### src/rtl/s2p_frame_deser.sv
// Serial-to-parallel frame deserializer for the column ADC readout link.
// Shifts NUM_CH words of BITS_ADC bits in while data_valid is low and publishes each complete frame atomically.
module s2p_frame_deser #(
    parameter int unsigned BITS_ADC  = 12,
    parameter int unsigned NUM_CH    = 32,
    parameter bit          LSB_FIRST = 1'b1,
    parameter int unsigned ERR_CNT_W = 8,
    localparam int unsigned CH_W     = $clog2(NUM_CH)
) (
    input  logic                         clk,
    input  logic                         rst_n,
    input  logic                         s_data,
    input  logic                         data_valid,
    output logic                         word_valid,
    output logic [BITS_ADC-1:0]          word_data,
    output logic [CH_W-1:0]              word_ch,
    output logic                         frame_done,
    output logic                         frame_err,
    output logic [ERR_CNT_W-1:0]         err_cnt,
    output logic [NUM_CH*BITS_ADC-1:0]   data_out
);

    localparam int unsigned BIT_W = (BITS_ADC > 1) ? $clog2(BITS_ADC) : 1;
    localparam int unsigned FW    = NUM_CH * BITS_ADC;

    logic [BIT_W-1:0]     bit_cnt_q, bit_cnt_d;
    logic [CH_W-1:0]      ch_cnt_q, ch_cnt_d;
    logic [BITS_ADC-1:0]  sr_q, sr_d, sr_shift;
    logic [FW-1:0]        bank_q, bank_d;
    logic [FW-1:0]        data_out_q, data_out_d;
    logic                 word_valid_q, word_valid_d;
    logic [BITS_ADC-1:0]  word_data_q, word_data_d;
    logic [CH_W-1:0]      word_ch_q, word_ch_d;
    logic                 frame_done_q, frame_done_d;
    logic                 frame_err_q, frame_err_d;
    logic [ERR_CNT_W-1:0] err_cnt_q, err_cnt_d;
    logic                 last_bit, last_ch;

    assign last_bit = (bit_cnt_q == BIT_W'(BITS_ADC - 1));
    assign last_ch  = (ch_cnt_q == CH_W'(NUM_CH - 1));

    // Next-state: shift, word/frame completion, abort and idle hold.
    always_comb begin
        bit_cnt_d    = bit_cnt_q;
        ch_cnt_d     = ch_cnt_q;
        sr_d         = sr_q;
        bank_d       = bank_q;
        data_out_d   = data_out_q;
        word_valid_d = 1'b0;
        word_data_d  = word_data_q;
        word_ch_d    = word_ch_q;
        frame_done_d = 1'b0;
        frame_err_d  = 1'b0;
        err_cnt_d    = err_cnt_q;
        sr_shift     = LSB_FIRST ? {s_data, sr_q[BITS_ADC-1:1]} : {sr_q[BITS_ADC-2:0], s_data};

        if (!data_valid) begin
            sr_d = sr_shift;
            if (last_bit) begin
                bit_cnt_d    = '0;
                word_valid_d = 1'b1;
                word_data_d  = sr_shift;
                word_ch_d    = ch_cnt_q;
                for (int unsigned k = 0; k < NUM_CH; k++) begin
                    if (ch_cnt_q == CH_W'(k)) begin
                        bank_d[k*BITS_ADC +: BITS_ADC] = sr_shift;
                    end
                end
                if (last_ch) begin
                    ch_cnt_d     = '0;
                    frame_done_d = 1'b1;
                    data_out_d   = bank_d;
                end else begin
                    ch_cnt_d = ch_cnt_q + CH_W'(1);
                end
            end else begin
                bit_cnt_d = bit_cnt_q + BIT_W'(1);
            end
        end else if ((bit_cnt_q != '0) || (ch_cnt_q != '0)) begin
            bit_cnt_d   = '0;
            ch_cnt_d    = '0;
            frame_err_d = 1'b1;
            if (err_cnt_q != {ERR_CNT_W{1'b1}}) begin
                err_cnt_d = err_cnt_q + ERR_CNT_W'(1);
            end
        end
    end

    always_ff @(posedge clk or negedge rst_n) begin
        if (!rst_n) begin
            bit_cnt_q    <= '0;
            ch_cnt_q     <= '0;
            sr_q         <= '0;
            bank_q       <= '0;
            data_out_q   <= '0;
            word_valid_q <= 1'b0;
            word_data_q  <= '0;
            word_ch_q    <= '0;
            frame_done_q <= 1'b0;
            frame_err_q  <= 1'b0;
            err_cnt_q    <= '0;
        end else begin
            bit_cnt_q    <= bit_cnt_d;
            ch_cnt_q     <= ch_cnt_d;
            sr_q         <= sr_d;
            bank_q       <= bank_d;
            data_out_q   <= data_out_d;
            word_valid_q <= word_valid_d;
            word_data_q  <= word_data_d;
            word_ch_q    <= word_ch_d;
            frame_done_q <= frame_done_d;
            frame_err_q  <= frame_err_d;
            err_cnt_q    <= err_cnt_d;
        end
    end

    assign word_valid = word_valid_q;
    assign word_data  = word_data_q;
    assign word_ch    = word_ch_q;
    assign frame_done = frame_done_q;
    assign frame_err  = frame_err_q;
    assign err_cnt    = err_cnt_q;
    assign data_out   = data_out_q;

endmodule

### config.mk
export PLATFORM = sky130hd
export DESIGN_NAME = s2p_frame_deser
export DESIGN_NICKNAME = d
export VERILOG_FILES = /design/src/rtl/s2p_frame_deser.sv
export SDC_FILE = /design/constraint.sdc
export NUM_CORES = 1
export LEC_CHECK = 0
export CAP_MARGIN = 25
export CORE_MARGIN = 2
export CORE_UTILIZATION = 56
export DETAILED_ROUTE_END_ITERATION = 12
export PLACE_DENSITY = 0.91
export SLEW_MARGIN = 5
export SYNTH_ARGS = -nofsm -noshare
export SYNTH_HDL_FRONTEND = slang
export SYNTH_SLANG_ARGS = --single-unit
### constraint.sdc
create_clock -name clk -period 2.48 [get_ports clk]
set_input_delay 0.744 -clock clk [delete_from_list [all_inputs] [get_ports clk]]
set_output_delay 0.744 -clock clk [all_outputs]
set_load 0.03 [all_outputs]
==> flow_metrics.py, run 1 <==
metrics = {
    "worst_setup_path": {
        "critical_path.startpoint_type": "input port",
        "cpMostUsedCell": "sky130_fd_sc_hd__buf_12",
        "timing.critical_path.max_delay_family": "buffers and inverters",
        "setup.worst_path.end_class": "register",
        "arrival_time_at_the_worst_endpoint_ps": 2950,
        "crit_path_kind": "in -> reg",
        "timing.critical_path.cells": "clkdlybuf4s50_1 -> or4b_4 -> buf_4 -> clkinv_4 -> nand2_4 -> buf_12 -> buf_12 -> nand2_1 -> o21ai_0",
        "crit_slowest_cell": "sky130_fd_sc_hd__or4b_4",
        "worst-endpoint-required_ps": 2950,
        "worstPathMaxFanout": 39,
        "critical_path.n_buffers_inverters": 5,
        "critical-path-max-stage-delay_ps": 610,
    },
    "synthesis": {
        "yosys-top-cells-area": "sky130_fd_sc_hd__dfrtp_1, sky130_fd_sc_hd__mux2i_1, sky130_fd_sc_hd__mux2_2",
        "syn_area_per_cell_um2": 12.3,
        "ys_types": 45,
        "postSynthRegisterBits": 804,
        "yosysSeqAreaShare_pct": 58.5,
        "synth_edf_count": 0,
        "asyncSetResetFlopFracSynth_pct": 100,
        "synthesis.instances": 2785,
        "synth-main-ff-cell": "sky130_fd_sc_hd__dfrtp_1",
        "synth_area_mm2": 0.0344,
        "synth.yosys.warnings": 0,
        "syn_nets": 2798,
        "biggest_area_consumer_among_synthesized_cells": "sky130_fd_sc_hd__dfrtp_1",
        "synthDominantCellAreaShare_pct": 58.5,
    },
    "sta": {
        "rsz0062_at_grt": "true",
        "maxClockFrequency_ghz": 0.404,
        "report.final.hold_viol_count": 0,
        "post-route-min-period_ps": 2480,
        "slew_violations": 0,
        "worstMarginPinSlew_ps": 996,
        "final_min_period_over_clock_period_pct": 99.8,
        "timing.max_slew.rel_slack_pct": 33.6,
        "clock_skew_ps": 27.6,
        "report.final.setup_viol": 0,
        "fin_tns_setup_ps": 0,
    },
    "clocking": {
        "cts_buffer_depth": 3,
        "clock-sinks": 804,
        "ctsHtreeMaxLevel": 3,
        "cts_tree": "built",
        "clk_latency_ps": 620,
        "cts_root_buffer": "sky130_fd_sc_hd__clkbuf_16",
        "cts-hold-fix-buffers": 0,
        "path_clk_slew_ps": 60,
        "cts_made_buffers": 81,
    },
    "global_route": {
        "first_global_vias": 25200,
        "grt_start_max_net_pins": 107,
        "grt_pass1_wl_um": 149000,
        "grt_overflow": 0,
        "gr-usage-all-layers_pct": 30.7,
        "antenna_found_initial": 0,
    },
    "floorplanning": {
        "floorplan.die.height_um": 252,
        "initial_core_util_pct": 56.8,
        "rows": 90,
        "ioPinCount": 416,
        "die_w_um": 252,
        "die_outline_area_mm2": 0.0634,
        "core_ar_mm2": 0.0605,
    },
    "cells_and_area": {
        "finish.net_count": 3207,
        "finalNonFillerCells": 4036,
        "final_core_utilization_pct": 71.1,
        "antennaDiodeCount": 0,
        "share_of_final_layout_standard_cells_stronger_than_drive_strength_1_pct": 21.9,
        "mostFrequentLayoutCells": "sky130_fd_sc_hd__dfrtp_1, sky130_fd_sc_hd__nand2_1, sky130_fd_sc_hd__mux2i_1",
        "final_cell_area_mm2": 0.0430,
        "fill_cells": 3749,
        "areaGrowthSynthToFinish_pct": 25.1,
        "most_common_cell_after_layout_fill_and_taps_aside": "sky130_fd_sc_hd__dfrtp_1",
    },
    "pwr": {
        "static-leakage-power_nw": 21.7,
        "power-per-cell-area_mw_per_mm2": 680,
        "ir_drop_mv": 0.610,
        "overall_power_after_layout_mw": 29.3,
    },
    "drt": {
        "initialDrtViolationCount": 1847,
        "drt-pass1-iter-count": 8,
        "drt-wirelength-per-cell_um": 24.0,
        "number_of_drc_violations_after_detailed_routing": 0,
        "routed-via-count": 23900,
        "ant_nets": 0,
        "routed_wirelength_um": 96800,
        "avgViaCountPerCell": 5.92,
    },
    "placed_design": {
        "port_buffers": 415,
        "place.gp.congestion": 0.814,
        "place_hpwl_um": 58900,
        "placedInstanceArea_mm2": 0.0400,
        "placed_cells_incl_taps": 3884,
    },
    "flow_run": {
        "max-cap-violations": 0,
    },
    "status": {
        "status": "finished, final reports clean",
    },
    "hold_path": {
        "timing.hold.worst.class": "in -> async",
    },
}
==> final cells by class <==
class,count,area (um^2),area share (%)
clock buffers,112,2380,5.53
clock inverters,31,379,0.882
inverters,9,38.8,0.0902
multi-input cells,1724,12900,30.0
flip-flops and latches,804,20100,46.8
well taps,782,978,2.28
repair buffers,574,6190,14.4
==> kinds of logic (layout without fill, tap and decap cells) <==
family / count (synthesis) / count (layout) / synth area share [%]
flip-flops: 804 / 804 / 58.5
multiplexers: 757 / 757 / 24.5
AND/OR/NAND/NOR: 560 / 562 / 6.59
AO/OA/AOI/OAI: 390 / 390 / 5.76
buffers and inverters: 259 / 726 / 4.10
adder cells (fa/ha/maj): 9 / 9 / 0.328
XOR/XNOR: 6 / 6 / 0.153
==> worst register-to-register path, cell delays in order, from the launching register on <==
cell	delay [ps]
sky130_fd_sc_hd__dfrtp_1	410
sky130_fd_sc_hd__ha_1	270
sky130_fd_sc_hd__and3_1	210
sky130_fd_sc_hd__ha_1	480
sky130_fd_sc_hd__nand2_4	260
sky130_fd_sc_hd__buf_12	210
sky130_fd_sc_hd__buf_12	160
sky130_fd_sc_hd__nand2_1	120
sky130_fd_sc_hd__o21ai_0	110
==> path summary, 6_finish.rpt <==
path | startpoint | end | slack, ps | cells past startpoint
worst min-delay path | rst_n | data_out[262]$_DFFE_PN0P_ | 60 | 1
max in group asynchronous | rst_n | data_out[115]$_DFFE_PN0P_ | 1530 | 3
worst max register to register | ch_cnt_q[0]$_DFFE_PN0P_ | data_out[221]$_DFFE_PN0P_ | 110 | 8
worst max-delay path | data_valid | data_out[221]$_DFFE_PN0P_ | 4 | 9
min in group clk | data_out[374]$_DFFE_PN0P_ | data_out[374]$_DFFE_PN0P_ | 470 | 2
worst min register to register | data_out[374]$_DFFE_PN0P_ | data_out[374]$_DFFE_PN0P_ | 470 | 2
==> Yosys cell counts (all sizes together) (2+ instances only) <==
| library cell | n |
|---|---|
| dfrtp | 804 |
| a21oi | 2 |
| ha | 9 |
| nor2 | 34 |
| and4 | 2 |
| xnor2 | 5 |
| nor2b | 3 |
| nand2b | 6 |
| inv | 8 |
| nand3 | 18 |
| buf | 117 |
| mux2 | 385 |
| mux2i | 372 |
| o21ai | 379 |
| and2 | 2 |
| a21o | 2 |
| nor3 | 2 |
| clkbuf | 133 |
| nand2 | 480 |
| nand4 | 6 |
==> where the power goes <==
group | internal (mW) | switching [mW]
Clock | 7.53 | 5.18
Sequential | 13.3 | 0.644
Combinational | 0.744 | 1.89
==> metrics by stage <==
step                hold WS, ps  worst slack (ps)
global placement            456              -701
finish                     55.7              4.10
global route               53.2             -9.85
detailed placement          462              -743
CTS                        36.7             0.522
floorplan                   448               131
==> per-layer routing <==
metal  vias up  GRT usage, %  share of wire, %
met5         -             0                 0
met4         0          15.3               4.6
met3       260          5.31               6.9
met2      1061          50.2                50
met1     12200          39.7                39
li1      10300             -                 -
==> registers in the layout (all words and copies together), names as in the netlist <==
name,count
frame_done,1
bank_q,372
ch_cnt_q,5
word_data,12
bit_cnt_q,4
word_ch,5
frame_err,1
err_cnt,8
word_valid,1
sr_q,11
data_out,384
==> timing repair <==
item / 4_1_cts / 5_1_grt
gates cloned: 5 / 1
gates resized for setup: 71 / 36
setup buffers: 0 / 3
setup endpoints to repair: 590 / 55
pin swaps: 1 / 0
No activity file was read; power rests on OpenSTA's default activity.
==> run 2: changes to the inputs <==
- CORE_UTILIZATION: 56 -> 51
- PLACE_DENSITY: 0.91 -> 0.88
- SLEW_MARGIN: 5 -> 20
- clock period: 2.48 -> 2 ns (I/O delays scaled with it)
==> flow_metrics.py, run 2 (synthesis results as in run 1) <==
metrics = {
    "status": {
        "status": "finished with violations",
        "failed_checks": "setup timing",
    },
    "floorplanning": {
        "rows": 95,
        "die_outline_area_mm2": 0.0695,
        "ioPinCount": 416,
        "floorplan.die.height_um": 264,
        "die_w_um": 264,
        "core_ar_mm2": 0.0669,
        "initial_core_util_pct": 51.4,
    },
    "global_route": {
        "grt_start_max_net_pins": 114,
        "met3_layer_usage_reported_by_global_route_pct": 4.01,
        "antenna_found_initial": 0,
        "grt_pass1_wl_um": 151000,
        "globalRoute.busiestLayer": "met2",
        "globalRouteMet2Util_pct": 45.6,
        "first_global_vias": 25200,
        "grt_overflow": 0,
        "gr-usage-all-layers_pct": 28.1,
        "use_met1_pct": 37.2,
    },
    "flow_run": {
        "max-cap-violations": 0,
    },
    "pwr": {
        "ir_drop_mv": 0.866,
        "static-leakage-power_nw": 22.2,
        "power-per-cell-area_mw_per_mm2": 814,
    },
    "drt": {
        "avgViaCountPerCell": 5.89,
        "drt-wirelength-per-cell_um": 25.6,
        "initialDrtViolationCount": 2374,
        "drt-pass1-iter-count": 7,
        "routed-via-count": 24900,
        "number_of_drc_violations_after_detailed_routing": 0,
        "routed_wirelength_um": 108000,
        "ant_nets": 0,
    },
    "worst_setup_path": {
        "timing.critical_path.cells": "nor2b_1 -> nand3_1 -> buf_4 -> mux2i_1 -> o21ai_0",
        "worstPathMaxFanout": 12,
        "crit_slowest_cell": "sky130_fd_sc_hd__mux2i_1",
        "timing.critical_path.max_delay_family": "multiplexers",
        "setup.worst_path.end_class": "register",
        "crit_path_kind": "reg -> reg",
        "critical_path.startpoint_type": "register",
        "setup.worst_path.start": "ch_cnt_q[2]$_DFFE_PN0P_",
        "critical_path_depth_in_cells": 5,
        "timing.rr.start": "ch_cnt_q[2]$_DFFE_PN0P_",
        "critical-path-max-stage-delay_ps": 570,
        "regToRegSetupSlack_ps": -330,
        "worst-endpoint-required_ps": 2470,
        "arrival_time_at_the_worst_endpoint_ps": 2790,
        "critical_path.n_buffers_inverters": 1,
        "timing.reg2reg.worst_path_depth": 5,
    },
    "clocking": {
        "ctsHtreeMaxLevel": 3,
        "cts_made_buffers": 82,
        "clock-sinks": 804,
        "path_clk_slew_ps": 60,
        "clk_latency_ps": 630,
        "cts_root_buffer": "sky130_fd_sc_hd__clkbuf_16",
        "cts_buffer_depth": 3,
        "cts_tree": "built",
    },
    "cells_and_area": {
        "areaGrowthSynthToFinish_pct": 32.4,
        "most_common_cell_after_layout_fill_and_taps_aside": "sky130_fd_sc_hd__dfrtp_1",
        "finish.net_count": 3296,
        "largest_register_ffs": 384,
        "final_cell_area_mm2": 0.0455,
        "antennaDiodeCount": 0,
        "share_of_final_layout_standard_cells_stronger_than_drive_strength_1_pct": 33.3,
        "mostFrequentLayoutCells": "sky130_fd_sc_hd__dfrtp_1, sky130_fd_sc_hd__nand2_1, sky130_fd_sc_hd__mux2i_1",
    },
    "sta": {
        "hold_slack_ps": 464,
        "maxClockFrequency_ghz": 0.430,
        "post-route-min-period_ps": 2330,
        "report.final.hold_viol_count": 0,
        "clock_skew_ps": 28.5,
        "timing.max_slew.rel_slack_pct": 52.8,
        "rsz0062_at_grt": "true",
        "report.final.setup_viol": 782,
        "final_min_period_over_clock_period_pct": 116,
        "worstMarginPinSlew_ps": 688,
        "setup_slack_ps": -327,
        "slew_violations": 0,
    },
    "placed_design": {
        "placedInstanceArea_mm2": 0.0406,
        "place_hpwl_um": 59600,
        "place.gp.congestion": 0.779,
        "port_buffers": 415,
    },
    "hold_path": {
        "timing.hold.worst.class": "in -> async",
    },
}
run 2: cell count changes in the layout (fill, tap and decap cells not counted), sizes merged, moves of 19 or more:
cell	previous run	this run
dlymetal6s2s	31	0
buf	157	256
clkbuf	112	131
clkdlybuf4s50	323	1
clkdlybuf4s15	0	359
dlygate4sd2	59	22
run 2: what timing repair did:
item | in CTS | in global routing
setup endpoints to repair | 1176 | 824
endpoints found under the hold margin | 8 | 0
buffers inserted | 3 | 14
pin swaps | 9 | 32
gates cloned | 16 | 29
resized for setup | 1175 | 263
hold buffers | 1 | 0
run 2: layer usage:
| layer | wire, um | vias to the layer above |
|---|---|---|
| met1 | 42200 | 12800 |
| met5 | 0 | - |
| met4 | 5540 | 0 |
| met2 | 52800 | 1240 |
| met3 | 7340 | 339 |
| li1 | - | 10500 |
run 2: final timing paths:
kind	endpoint
worst max-delay path	data_out[287]$_DFFE_PN0P_
worst min-delay path	bank_q[271]$_DFFE_PN0P_
worst max register to register	data_out[287]$_DFFE_PN0P_
worst min register to register	data_out[378]$_DFFE_PN0P_
max in group asynchronous	data_out[381]$_DFFE_PN0P_
min in group clk	data_out[378]$_DFFE_PN0P_
run 2: area by class of cell:
cell class / count / area [um^2]
Multi-Input combinational cell: 1726 / 13600
Clock buffer: 115 / 2350
Timing Repair inverter: 1 / 11.3
Fill cell: 4214 / 21400
Timing Repair Buffer: 659 / 7760
Clock inverter: 34 / 460
Tap cell: 873 / 1090
Inverter: 9 / 46.3
Sequential cell: 804 / 20100
run 2: per-stage QoR:
stage | utilization (%) | cells | setup WS (ps) | power, mW | setup TNS, ps
finish | 68.0 | 4221 | -327 | 37.0 | -102320
global route | 68.0 | 4221 | -368 | 38.1 | -145320
CTS | 66.0 | 4178 | -169 | 36.9 | -70150
detailed placement | 60.7 | 4009 | -788 | 21.0 | -534640
global placement | 60.7 | 4009 | -753 | 20.9 | -531750
floorplan | - | 2785 | -122 | 18.6 | -60680
run 2: report_power, final:
| part | internal, mW | total [mW] | switching [mW] |
|---|---|---|---|
| clock | 9.32 | 16.1 | 6.77 |
| combinational | 1.12 | 3.79 | 2.67 |
| sequential | 16.5 | 17.2 | 0.681 |
